### config.mk
export PLATFORM = sky130hd
export DESIGN_NAME = serial_subtractor
export DESIGN_NICKNAME = d
export VERILOG_FILES = /design/src/rtl/sub_pkg.sv /design/src/rtl/full_subtractor.sv /design/src/rtl/serial_subtractor.sv
export SDC_FILE = /design/constraint.sdc
export NUM_CORES = 1
export LEC_CHECK = 0
export BUFFER_PORTS_ARGS = -buffer_cell sky130_fd_sc_hd__buf_2
export CELL_PAD_IN_SITES_DETAIL_PLACEMENT = 0
export CELL_PAD_IN_SITES_GLOBAL_PLACEMENT = 2
export CORE_AREA = 2 2 65 67
export CTS_CLUSTER_DIAMETER = 30
export CTS_CLUSTER_SIZE = 12
export DETAILED_ROUTE_END_ITERATION = 8
export DIE_AREA = 0 0 67 69
export GPL_TIMING_DRIVEN = 0
export HOLD_SLACK_MARGIN = 0.05
export PLACE_DENSITY_LB_ADDON = 0.08
export SLEW_MARGIN = 5
export SYNTH_ARGS = -nofsm -noshare
export SYNTH_HDL_FRONTEND = slang
export SYNTH_HIERARCHICAL = 1
export SYNTH_SLANG_ARGS = --single-unit
### constraint.sdc
create_clock -name clk -period 2.4 [get_ports clk]
set_input_delay 0.24 -clock clk [delete_from_list [all_inputs] [get_ports clk]]
set_output_delay 0.24 -clock clk [all_outputs]
set_load 0.01 [all_outputs]
### src/rtl/sub_pkg.sv
// Shared definitions for the bit-serial subtractor: default width and FSM state encoding.
package sub_pkg;

  localparam int unsigned DEFAULT_WIDTH = 4;

  typedef enum logic [1:0] {
    S_IDLE = 2'd0,
    S_RUN  = 2'd1,
    S_DONE = 2'd2
  } state_t;

endpackage

### src/rtl/full_subtractor.sv
// 1-bit full-subtractor cell: x - y - bin -> difference bit d and borrow-out bout.
module full_subtractor (
  input  logic x,
  input  logic y,
  input  logic bin,
  output logic d,
  output logic bout
);

  assign d    = x ^ y ^ bin;
  assign bout = (~x & y) | (~(x ^ y) & bin);

endmodule

### src/rtl/serial_subtractor.sv
// Bit-serial WIDTH-bit subtractor (diff = a - b), LSB first, one bit per clock,
// behind a start/busy/done handshake.
module serial_subtractor
  import sub_pkg::*;
#(
  parameter int unsigned WIDTH = DEFAULT_WIDTH
) (
  input  logic             clk,
  input  logic             rst,
  input  logic             start,
  input  logic [WIDTH-1:0] a,
  input  logic [WIDTH-1:0] b,
  output logic             busy,
  output logic             done,
  output logic [WIDTH-1:0] diff,
  output logic             borrow
);

  localparam int unsigned CNT_W = $clog2(WIDTH) + 1;

  state_t           state;
  logic [WIDTH-1:0] a_sh;
  logic [WIDTH-1:0] b_sh;
  logic             br;
  logic [CNT_W-1:0] cnt;
  logic             d_c;
  logic             bout_c;

  // Single cell reused every RUN cycle on the current LSBs and the stored borrow.
  full_subtractor u_fs (
    .x    (a_sh[0]),
    .y    (b_sh[0]),
    .bin  (br),
    .d    (d_c),
    .bout (bout_c)
  );

  always_ff @(posedge clk) begin
    if (rst) begin
      state  <= S_IDLE;
      busy   <= 1'b0;
      done   <= 1'b0;
      diff   <= '0;
      borrow <= 1'b0;
      cnt    <= '0;
      a_sh   <= '0;
      b_sh   <= '0;
      br     <= 1'b0;
    end else begin
      case (state)
        S_IDLE: begin
          if (start) begin
            a_sh  <= a;
            b_sh  <= b;
            br    <= 1'b0;
            cnt   <= '0;
            state <= S_RUN;
            busy  <= 1'b1;
          end
        end
        S_RUN: begin
          br   <= bout_c;
          a_sh <= a_sh >> 1;
          b_sh <= b_sh >> 1;
          cnt  <= cnt + CNT_W'(1);
          // First RUN edge discards the previous result while shifting in bit 0.
          if (cnt == '0) diff <= {d_c, {(WIDTH-1){1'b0}}};
          else           diff <= {d_c, diff[WIDTH-1:1]};
          if (cnt == CNT_W'(WIDTH - 1)) begin
            borrow <= bout_c;
            state  <= S_DONE;
            done   <= 1'b1;
          end
        end
        S_DONE: begin
          state <= S_IDLE;
          busy  <= 1'b0;
          done  <= 1'b0;
        end
        default: begin
          state <= S_IDLE;
          busy  <= 1'b0;
          done  <= 1'b0;
        end
      endcase
    end
  end

endmodule
==> run_results.csv, run 1 <==
group,metric,value,unit
clock_network,cts-htree-levels,1,
pwr,irDropWorstVdd,302,uV
final_layout,fin_cells,168,
final_layout,fillCellCount,444,
logic_synthesis,synth-seq-cells,21,
floorplanning,start_util,0.244,
sta,maxSlewHeadroom,0.526,
route,post-route-drc-count,0,
logic_synthesis,netlist_top_cells_area,"dfxtp_1 44%, a211oi_2 9.2%, mux2i_1 6.3%",
sta,fin_skew,0.00233,ns
setup_path,cp.required,2.55,ns
sta,clock.fmax,794,MHz
final_layout,mostFrequentLayoutCells,"21 x dfxtp_1, 18 x buf_2, 11 x nor2_1",
setup_path,critPathMostFrequentCell,"ha_1",
placement,placement.cell_area,1100,sq um
floorplanning,io_pins,18,
placement,hpwlAfterDp,1.49,mm
global_route,grt_max_degree,12,
sta,fin_setup_tns,0,ns
logic_synthesis,ys_seq_area_frac,0.440,
setup_path,slowest_stage,"a2111oi_0",
setup_path,start_kind,"flip-flop",
route,wl_met3,127,microns
logic_synthesis,yosys.area.top_type,"dfxtp_1",
final_layout,layout-drive-gt1-share,0.297,
global_route,antenna_found_initial,0,
route,first_pass_iters,3,
final_layout,final_util,0.293,
logic_synthesis,ys_types,25,
clock_network,cts_made_buffers,3,
route,routed_via_density,4.24,
run,max_cap_viol_count,0,
sta,tightest_slew,0.711,ns
floorplanning,die_area,4620,sq um
sta,finalSetupViolCount,0,
route,wirelength,2.02,mm
global_route,grt_pass1_wl,3.39,mm
sta,worst_hold_slack,0.185,ns
global_route,gr-total-overflow,0,
final_layout,areaGrowthSynthToFinish,20.2,%
final_layout,final_nets,134,
clock_network,ctsHoldBuffers,0,
sta,timing.final.crit_share,0.525,
final_layout,diodes,0,
setup_path,path_class,"flip-flop to flip-flop",
clock_network,cts_tree,"built",
floorplanning,coreArea,3910,sq um
worst_hold_path,hp-class,"input port to flip-flop",
route,drt_iter0_drc,48,
clock_network,cts_sinks,21,
clock_network,clock_latency,0.26,ns
placement,place_inst,164,
placement,portBuffers,17,
route,top_layer,"met4",
clock_network,cts_setup_buffers,0,
logic_synthesis,avgSynthCellArea,9.84,sq um
logic_synthesis,yosysWarningCount,6,
global_route,track_usage,0.0979,
setup_path,cpPeakStageDelay,0.37,ns
pwr,totalPowerFinal,712,uW
setup_path,cp_cell_sequence,"ha_1 > ha_1 > a2111oi_0",
logic_synthesis,yosys.area.top_type_share,0.440,
route,detail-route-antenna-nets,0,
sta,rsz0062_at_grt,"no",
setup_path,endpoint_kind,"flip-flop",
clock_network,root_buffer,"clkbuf_8",
route,vias,712,
sta,period_needed,1.26,ns
clock_network,cts_resized,0,
setup_path,crit_path_max_fanout,4,
status,status,"finished, final reports clean",
floorplanning,die_h,69,microns
logic_synthesis,synth_nets,112,
sta,setup_ws,1.14,ns
final_layout,mostFrequentLayoutCell,"dfxtp_1",
placement,place.gp.congestion,0.688,
placement,post-place-ws,1.14,ns
logic_synthesis,syn_inst,97,
logic_synthesis,syn_area,955,sq um
global_route,grt_pass1_vias,731,
clock_network,clk_pin_slew,0.07,ns
route,met2WireLength,907,microns
final_layout,final_cell_area,1150,sq um
route,met1_length,961,microns
sta,hold_viol,0,
route,avgRoutedWirePerCell,12.0,microns
pwr,cellPowerDensity,620,nW/um^2
floorplanning,rows,23,
sta,final_max_slew_viol_count,0,
clock_network,max-clock-path-buffers,2,
pwr,leakage,0.464,nW
floorplanning,die_x,67,microns
setup_path,worstPathArrival,1.41,ns
[synth_stat cells (all sizes together)]
master	n
mux2i	6
nand2b	2
buf	4
nor3b	1
a21oi	7
dfxtp	21
inv	7
fa	1
a2bb2oi	1
nand3	4
ha	3
nand2	6
o21ba	1
nand3b	1
a22oi	4
nor2b	1
nor2	14
o21bai	1
nor3	2
clkbuf	2
a211oi	7
a2111oi	1
[worst paths after layout]
| kind | startpoint | endpoint | slack [ns] | cells after the start |
|---|---|---|---|---|
| worst max-delay path | cnt[0] | state[0] | 1.14 | 3 |
| worst min-delay path | rst | state[0] | 0.19 | 2 |
| worst max register to register | cnt[0] | state[0] | 1.14 | 3 |
| worst min register to register | borrow | borrow | 0.45 | 2 |
[layout make-up]
class                      instances  area (sq um)  area share
timing repair buffer              17          85.1      0.0742
inverter                           7          26.3      0.0229
sequential                        21           420       0.366
multi-input combinational         63           458       0.399
tap                               50          62.6      0.0545
clock buffer                       4          45.0      0.0393
buffer                             6          50.0      0.0436
[cells by family after synthesis]
group,count (synthesis),synth area share
AO/OA/AOI/OAI,22,0.203
flip-flops,21,0.440
AND/OR/NAND/NOR,31,0.153
buffers and inverters,13,0.0799
multiplexers,6,0.0629
adder cells (fa/ha/maj),4,0.0603
[report_power, final]
group	internal, mW	switching, mW	leakage [nW]
Sequential	0.366	0.0109	0.172
Combinational	0.0480	0.0577	0.270
Clock	0.118	0.111	0.0228
[worst max-delay path: cells and delay by family (launching register included)]
kind / cells / cell delay (ns)
adder cells (fa/ha/maj): 2 / 0.44
AO/OA/AOI/OAI: 1 / 0.37
flip-flops: 1 / 0.35
[registers in the layout, indices dropped and copies added, names as in the netlist]
register / flops
a_sh: 4
b_sh: 4
borrow: 1
br: 1
busy: 1
cnt: 3
diff: 4
done: 1
state: 2
[per-layer routing]
| metal | GRT usage | up-vias |
|---|---|---|
| met4 | 0.0340 | 0 |
| met1 | 0.119 | 325 |
| met5 | 0 | - |
| met3 | 0.0359 | 2 |
| li1 | - | 372 |
| met2 | 0.156 | 13 |
Power figures use the tool's default switching activity.
==> inputs of run 2 (changes only) <==
==> constraint.sdc (replaced) <==
create_clock -name clk -period 1.2 [get_ports clk]
set_input_delay 0.12 -clock clk [delete_from_list [all_inputs] [get_ports clk]]
set_output_delay 0.12 -clock clk [all_outputs]
set_load 0.01 [all_outputs]
==> run_results.csv, run 2 (synthesized netlist as in run 1, its figures left out) <==
group,metric,value,unit
sta,setup_ws,0.0546,ns
placement,hpwlAfterDp,1.49,mm
setup_path,endpoint_kind,"flip-flop",
route,post-route-drc-count,0,
floorplanning,io_pins,18,
floorplanning,start_util,0.244,
pwr,totalPowerFinal,1.44,mW
route,wirelength,2.03,mm
sta,maxSlewHeadroom,0.504,
global_route,gr-total-overflow,0,
final_layout,regArea,424,sq um
final_layout,final_nets,134,
sta,final_max_slew_viol_count,0,
route,vias,715,
final_layout,mostFrequentLayoutCells,"18 x dfxtp_1, 17 x buf_2, 11 x nor2_1, 7 x a21oi_1, 7 x a211oi_2",
setup_path,r2r-end,"diff[3]",
sta,fin_skew,0.00241,ns
floorplanning,die_x,67,microns
pwr,leakage,0.473,nW
setup_path,cp-startpoint,"b_sh[0]",
setup_path,path_class,"flip-flop to flip-flop",
status,status,"finished, final reports clean",
global_route,antenna_found_initial,0,
final_layout,multiInputGateArea,497,sq um
final_layout,layout-drive-gt1-share,0.381,
global_route,grt_max_degree,12,
final_layout,final_cell_area,1190,sq um
clock_network,clk_pin_slew,0.08,ns
final_layout,diodes,0,
route,detail-route-antenna-nets,0,
pwr,cellPowerDensity,1210,nW/um^2
clock_network,root_buffer,"clkbuf_8",
route,avgRoutedWirePerCell,12.1,microns
setup_path,endpoint,"diff[3]",
route,routed_via_density,4.26,
sta,finalSetupViolCount,0,
sta,clock.fmax,873,MHz
setup_path,regToRegSetupSlack,0.05,ns
clock_network,cts_sinks,21,
setup_path,r2r_cells,4,
sta,rsz0062_at_grt,"no",
floorplanning,rows,23,
route,first_pass_iters,2,
route,drt_iter0_drc,50,
placement,post-place-ws,-0.0568,ns
run,max_cap_viol_count,0,
setup_path,start_kind,"flip-flop",
setup_path,r2r-start,"b_sh[0]",
placement,place.gp.congestion,0.688,
clock_network,max-clock-path-buffers,2,
sta,period_needed,1.15,ns
clock_network,clock_latency,0.26,ns
placement,placement.cell_area,1100,sq um
worst_hold_path,hp-class,"input port to flip-flop",
final_layout,top_regs,"a_sh x4, b_sh x4, diff x4",
clock_network,ctsHoldBuffers,0,
sta,tightest_slew,0.745,ns
global_route,track_usage,0.0979,
global_route,grt_pass1_wl,3.39,mm
placement,portBuffers,17,
sta,fin_setup_tns,0,ns
clock_network,cts_made_buffers,3,
setup_path,crit_path_max_fanout,2,
floorplanning,coreArea,3910,sq um
global_route,grt_pass1_vias,729,
clock_network,cts-htree-levels,1,
floorplanning,die_h,69,microns
floorplanning,die_area,4620,sq um
setup_path,cp.required,1.39,ns
clock_network,cts_tree,"built",
final_layout,fillCellCount,432,
sta,hold_viol,0,
sta,timing.final.crit_share,0.955,
pwr,irDropWorstVdd,611,uV
final_layout,areaGrowthSynthToFinish,24.9,%
final_layout,mostFrequentLayoutCell,"dfxtp_1",
setup_path,worstPathArrival,1.34,ns
-- run 2: where the power goes --
group          switching (mW)  internal, mW
Sequential             0.0221         0.733
Clock                   0.226         0.236
Combinational           0.122         0.105
Total                   0.370          1.07
-- run 2: cell type report --
cell class	instances	share of cell area
clock buffer	4	0.0378
tap	50	0.0525
multi-input combinational	63	0.417
buffer	6	0.0441
sequential	21	0.356
inverter	7	0.0220
timing repair buffer	17	0.0714
-- run 2: what timing repair did --
action | CTS | global route
pin swaps | 1 | 1
endpoints found under the setup margin | 1 | 9
gates resized for setup | 1 | 13
buffers inserted | 0 | 0
-- run 2: metrics by stage --
stage	utilization	hold WS (ns)	std cells
after floorplan	-	0.211	97
after global placement	0.282	0.338	164
after detailed placement	0.282	0.338	164
after CTS	0.294	0.0522	168
after global routing	0.305	0.0815	168
final	0.305	0.0824	168
-- run 2: how the worst min path moves through the flow --
stage | start | end | slack, ns | cells after the start
finish | rst | state[0] | 0.08 | 2
global route | rst | state[0] | 0.08 | 2
CTS | rst | state[0] | 0.05 | 2
detailed placement | rst | state[0] | 0.34 | 2
global placement | rst | state[0] | 0.34 | 2
floorplan | rst | state[0] | 0.21 | 1
-- run 2: layer usage --
metal  up-vias  GRT usage  routed length (microns)  share of wire
met5         -          0                        0              0
met4         0     0.0340                       24          0.012
met3         2     0.0359                      125          0.062
met2        13      0.156                      913           0.45
met1       328      0.119                      966           0.48
li1        372          -                        -              -
-- run 2: critical path, cell delays in order, from the launching register on --
cell	delay, ns
dfxtp_2	0.33
inv_1	0.05
fa_2	0.55
nand2_1	0.05
a21oi_1	0.10
==> inputs of run 3 (changes only) <==
--- a/config.mk
+++ b/config.mk
@@ -8,11 +8,11 @@
 export BUFFER_PORTS_ARGS = -buffer_cell sky130_fd_sc_hd__buf_2
 export CELL_PAD_IN_SITES_DETAIL_PLACEMENT = 0
 export CELL_PAD_IN_SITES_GLOBAL_PLACEMENT = 2
-export CORE_AREA = 2 2 65 67
+export CORE_AREA = 2 2 58 60
 export CTS_CLUSTER_DIAMETER = 30
 export CTS_CLUSTER_SIZE = 12
 export DETAILED_ROUTE_END_ITERATION = 8
-export DIE_AREA = 0 0 67 69
+export DIE_AREA = 0 0 60 62
 export GPL_TIMING_DRIVEN = 0
 export HOLD_SLACK_MARGIN = 0.05
 export PLACE_DENSITY_LB_ADDON = 0.08
==> run_results.csv, run 3 (synthesized netlist as in run 1, its figures left out) <==
group,metric,value,unit
sta,period_needed,1.16,ns
sta,maxSlewHeadroom,0.460,
clock_network,max-clock-path-buffers,2,
setup_path,cpPeakStageDelay,0.53,ns
sta,rsz0062_at_grt,"yes",
route,detail-route-antenna-nets,0,
pwr,irDropWorstVdd,500,uV
placement,portBuffers,17,
setup_path,worstPathArrival,1.41,ns
placement,hpwlAfterDp,1.41,mm
clock_network,cts_sinks,21,
route,first_pass_iters,4,
global_route,grt_pass1_wl,3.53,mm
final_layout,final_util,0.373,
clock_network,clk_pin_slew,0.12,ns
sta,clock.fmax,859,MHz
placement,place.gp.congestion,0.672,
clock_network,root_buffer,"clkbuf_4",
setup_path,endpoint_kind,"flip-flop",
status,status,"finished, final reports clean",
floorplanning,io_pins,18,
clock_network,cts_made_buffers,3,
route,wirelength,2.01,mm
route,routed_via_density,4.39,
setup_path,crit_path_max_fanout,2,
sta,fin_skew,0.00106,ns
final_layout,mostFrequentLayoutCells,"17 x dfxtp_1, 17 x buf_2, 11 x nor2_1, 7 x a211oi_2",
global_route,grt_max_degree,12,
route,drt_iter0_drc,29,
floorplanning,coreArea,3180,sq um
sta,tightest_slew,0.811,ns
clock_network,cts-htree-levels,1,
setup_path,slowest_stage,"fa_1",
sta,setup_ws,0.0365,ns
floorplanning,start_util,0.300,
sta,timing.final.crit_share,0.970,
sta,finalSetupViolCount,0,
placement,placement.cell_area,1100,sq um
sta,final_max_slew_viol_count,0,
final_layout,final_nets,136,
placement,post-place-ws,-0.108,ns
global_route,gr-total-overflow,0,
final_layout,final_cell_area,1190,sq um
sta,worst_hold_slack,0.0576,ns
setup_path,path_class,"flip-flop to flip-flop",
sta,hold_viol,0,
run,max_cap_viol_count,0,
floorplanning,die_h,62,microns
floorplanning,die_x,60,microns
floorplanning,die_area,3720,sq um
global_route,antenna_found_initial,0,
setup_path,cp.required,1.45,ns
setup_path,start_kind,"flip-flop",
clock_network,clock_latency,0.30,ns
floorplanning,rows,21,
global_route,track_usage,0.133,
global_route,grt_pass1_vias,711,
final_layout,layout-drive-gt1-share,0.400,
pwr,cellPowerDensity,1130,nW/um^2
pwr,leakage,0.473,nW
route,avgRoutedWirePerCell,12.1,microns
setup_path,cp_cell_sequence,"inv_1 > fa_1 > nand2_1 > a21oi_2",
route,vias,728,
final_layout,top_regs,"a_sh x4, b_sh x4, diff x4",
worst_hold_path,hp-class,"input port to flip-flop",
final_layout,areaGrowthSynthToFinish,24.2,%
final_layout,diodes,0,
clock_network,cts_tree,"built",
route,post-route-drc-count,0,
## run 3: cell types whose count changed in the layout (fill, tap and decap cells not counted), moves of 2 or more
cell,delta
clkbuf_8,-3
a21oi_1,-2
a21oi_2,+2
clkbuf_4,+4
## run 3: final cells by class
cell class | instances | area (sq um)
Tap cell | 46 | 57.6
Multi-Input combinational cell | 63 | 495
Clock buffer | 4 | 26.3
Buffer | 6 | 52.6
Fill cell | 338 | 1990
Timing Repair Buffer | 19 | 103
Sequential cell | 21 | 425
Inverter | 7 | 26.3
## run 3: critical path: cells and delay by family (launching register included)
kind,cells,cell delay (ns)
adder cells (fa/ha/maj),1,0.53
flip-flops,1,0.35
AO/OA/AOI/OAI,1,0.10
AND/OR/NAND/NOR,1,0.07
buffers and inverters,1,0.05
## run 3: path summary, 6_finish.rpt
kind	startpoint	cells after the start	end	slack, ns
min reg2reg	diff[0]	2	diff[0]	0.46
max reg2reg	b_sh[0]	4	diff[3]	0.04
min	a[3]	3	a_sh[3]	0.06
max	b_sh[0]	4	diff[3]	0.04
## run 3: where the power goes
part	total (mW)	leakage, nW	switching (mW)	internal [mW]
registers	0.755	0.174	0.0207	0.734
logic	0.231	0.284	0.123	0.108
clock network	0.352	0.0150	0.222	0.130
total	1.34	0.473	0.366	0.972
## run 3: repair_timing
action / in CTS / in global routing
endpoints found under the setup margin: 1 / 18
gates resized for setup: 5 / 10
pin swaps: 0 / 0
buffers inserted: 1 / 0
endpoints found under the hold margin: 1 / 0
hold buffers: 1 / 0
## run 3: layer usage
layer	global-route usage	wire, microns	vias up
met5	0	0	-
met4	0.0667	19	0
met3	0.0248	90	2
met2	0.196	906	18
met1	0.186	995	329
li1	-	-	379
## run 3: per-stage QoR
| step | total power, mW | cells | setup TNS [ns] |
|---|---|---|---|
| after detailed placement | 0.986 | 160 | -0.108 |
| after global placement | 0.983 | 160 | -0.0666 |
| after floorplan | 0.923 | 97 | 0 |
| after CTS | 1.36 | 166 | 0 |
| final | 1.34 | 166 | 0 |
| after global routing | 1.44 | 166 | -0.0544 |
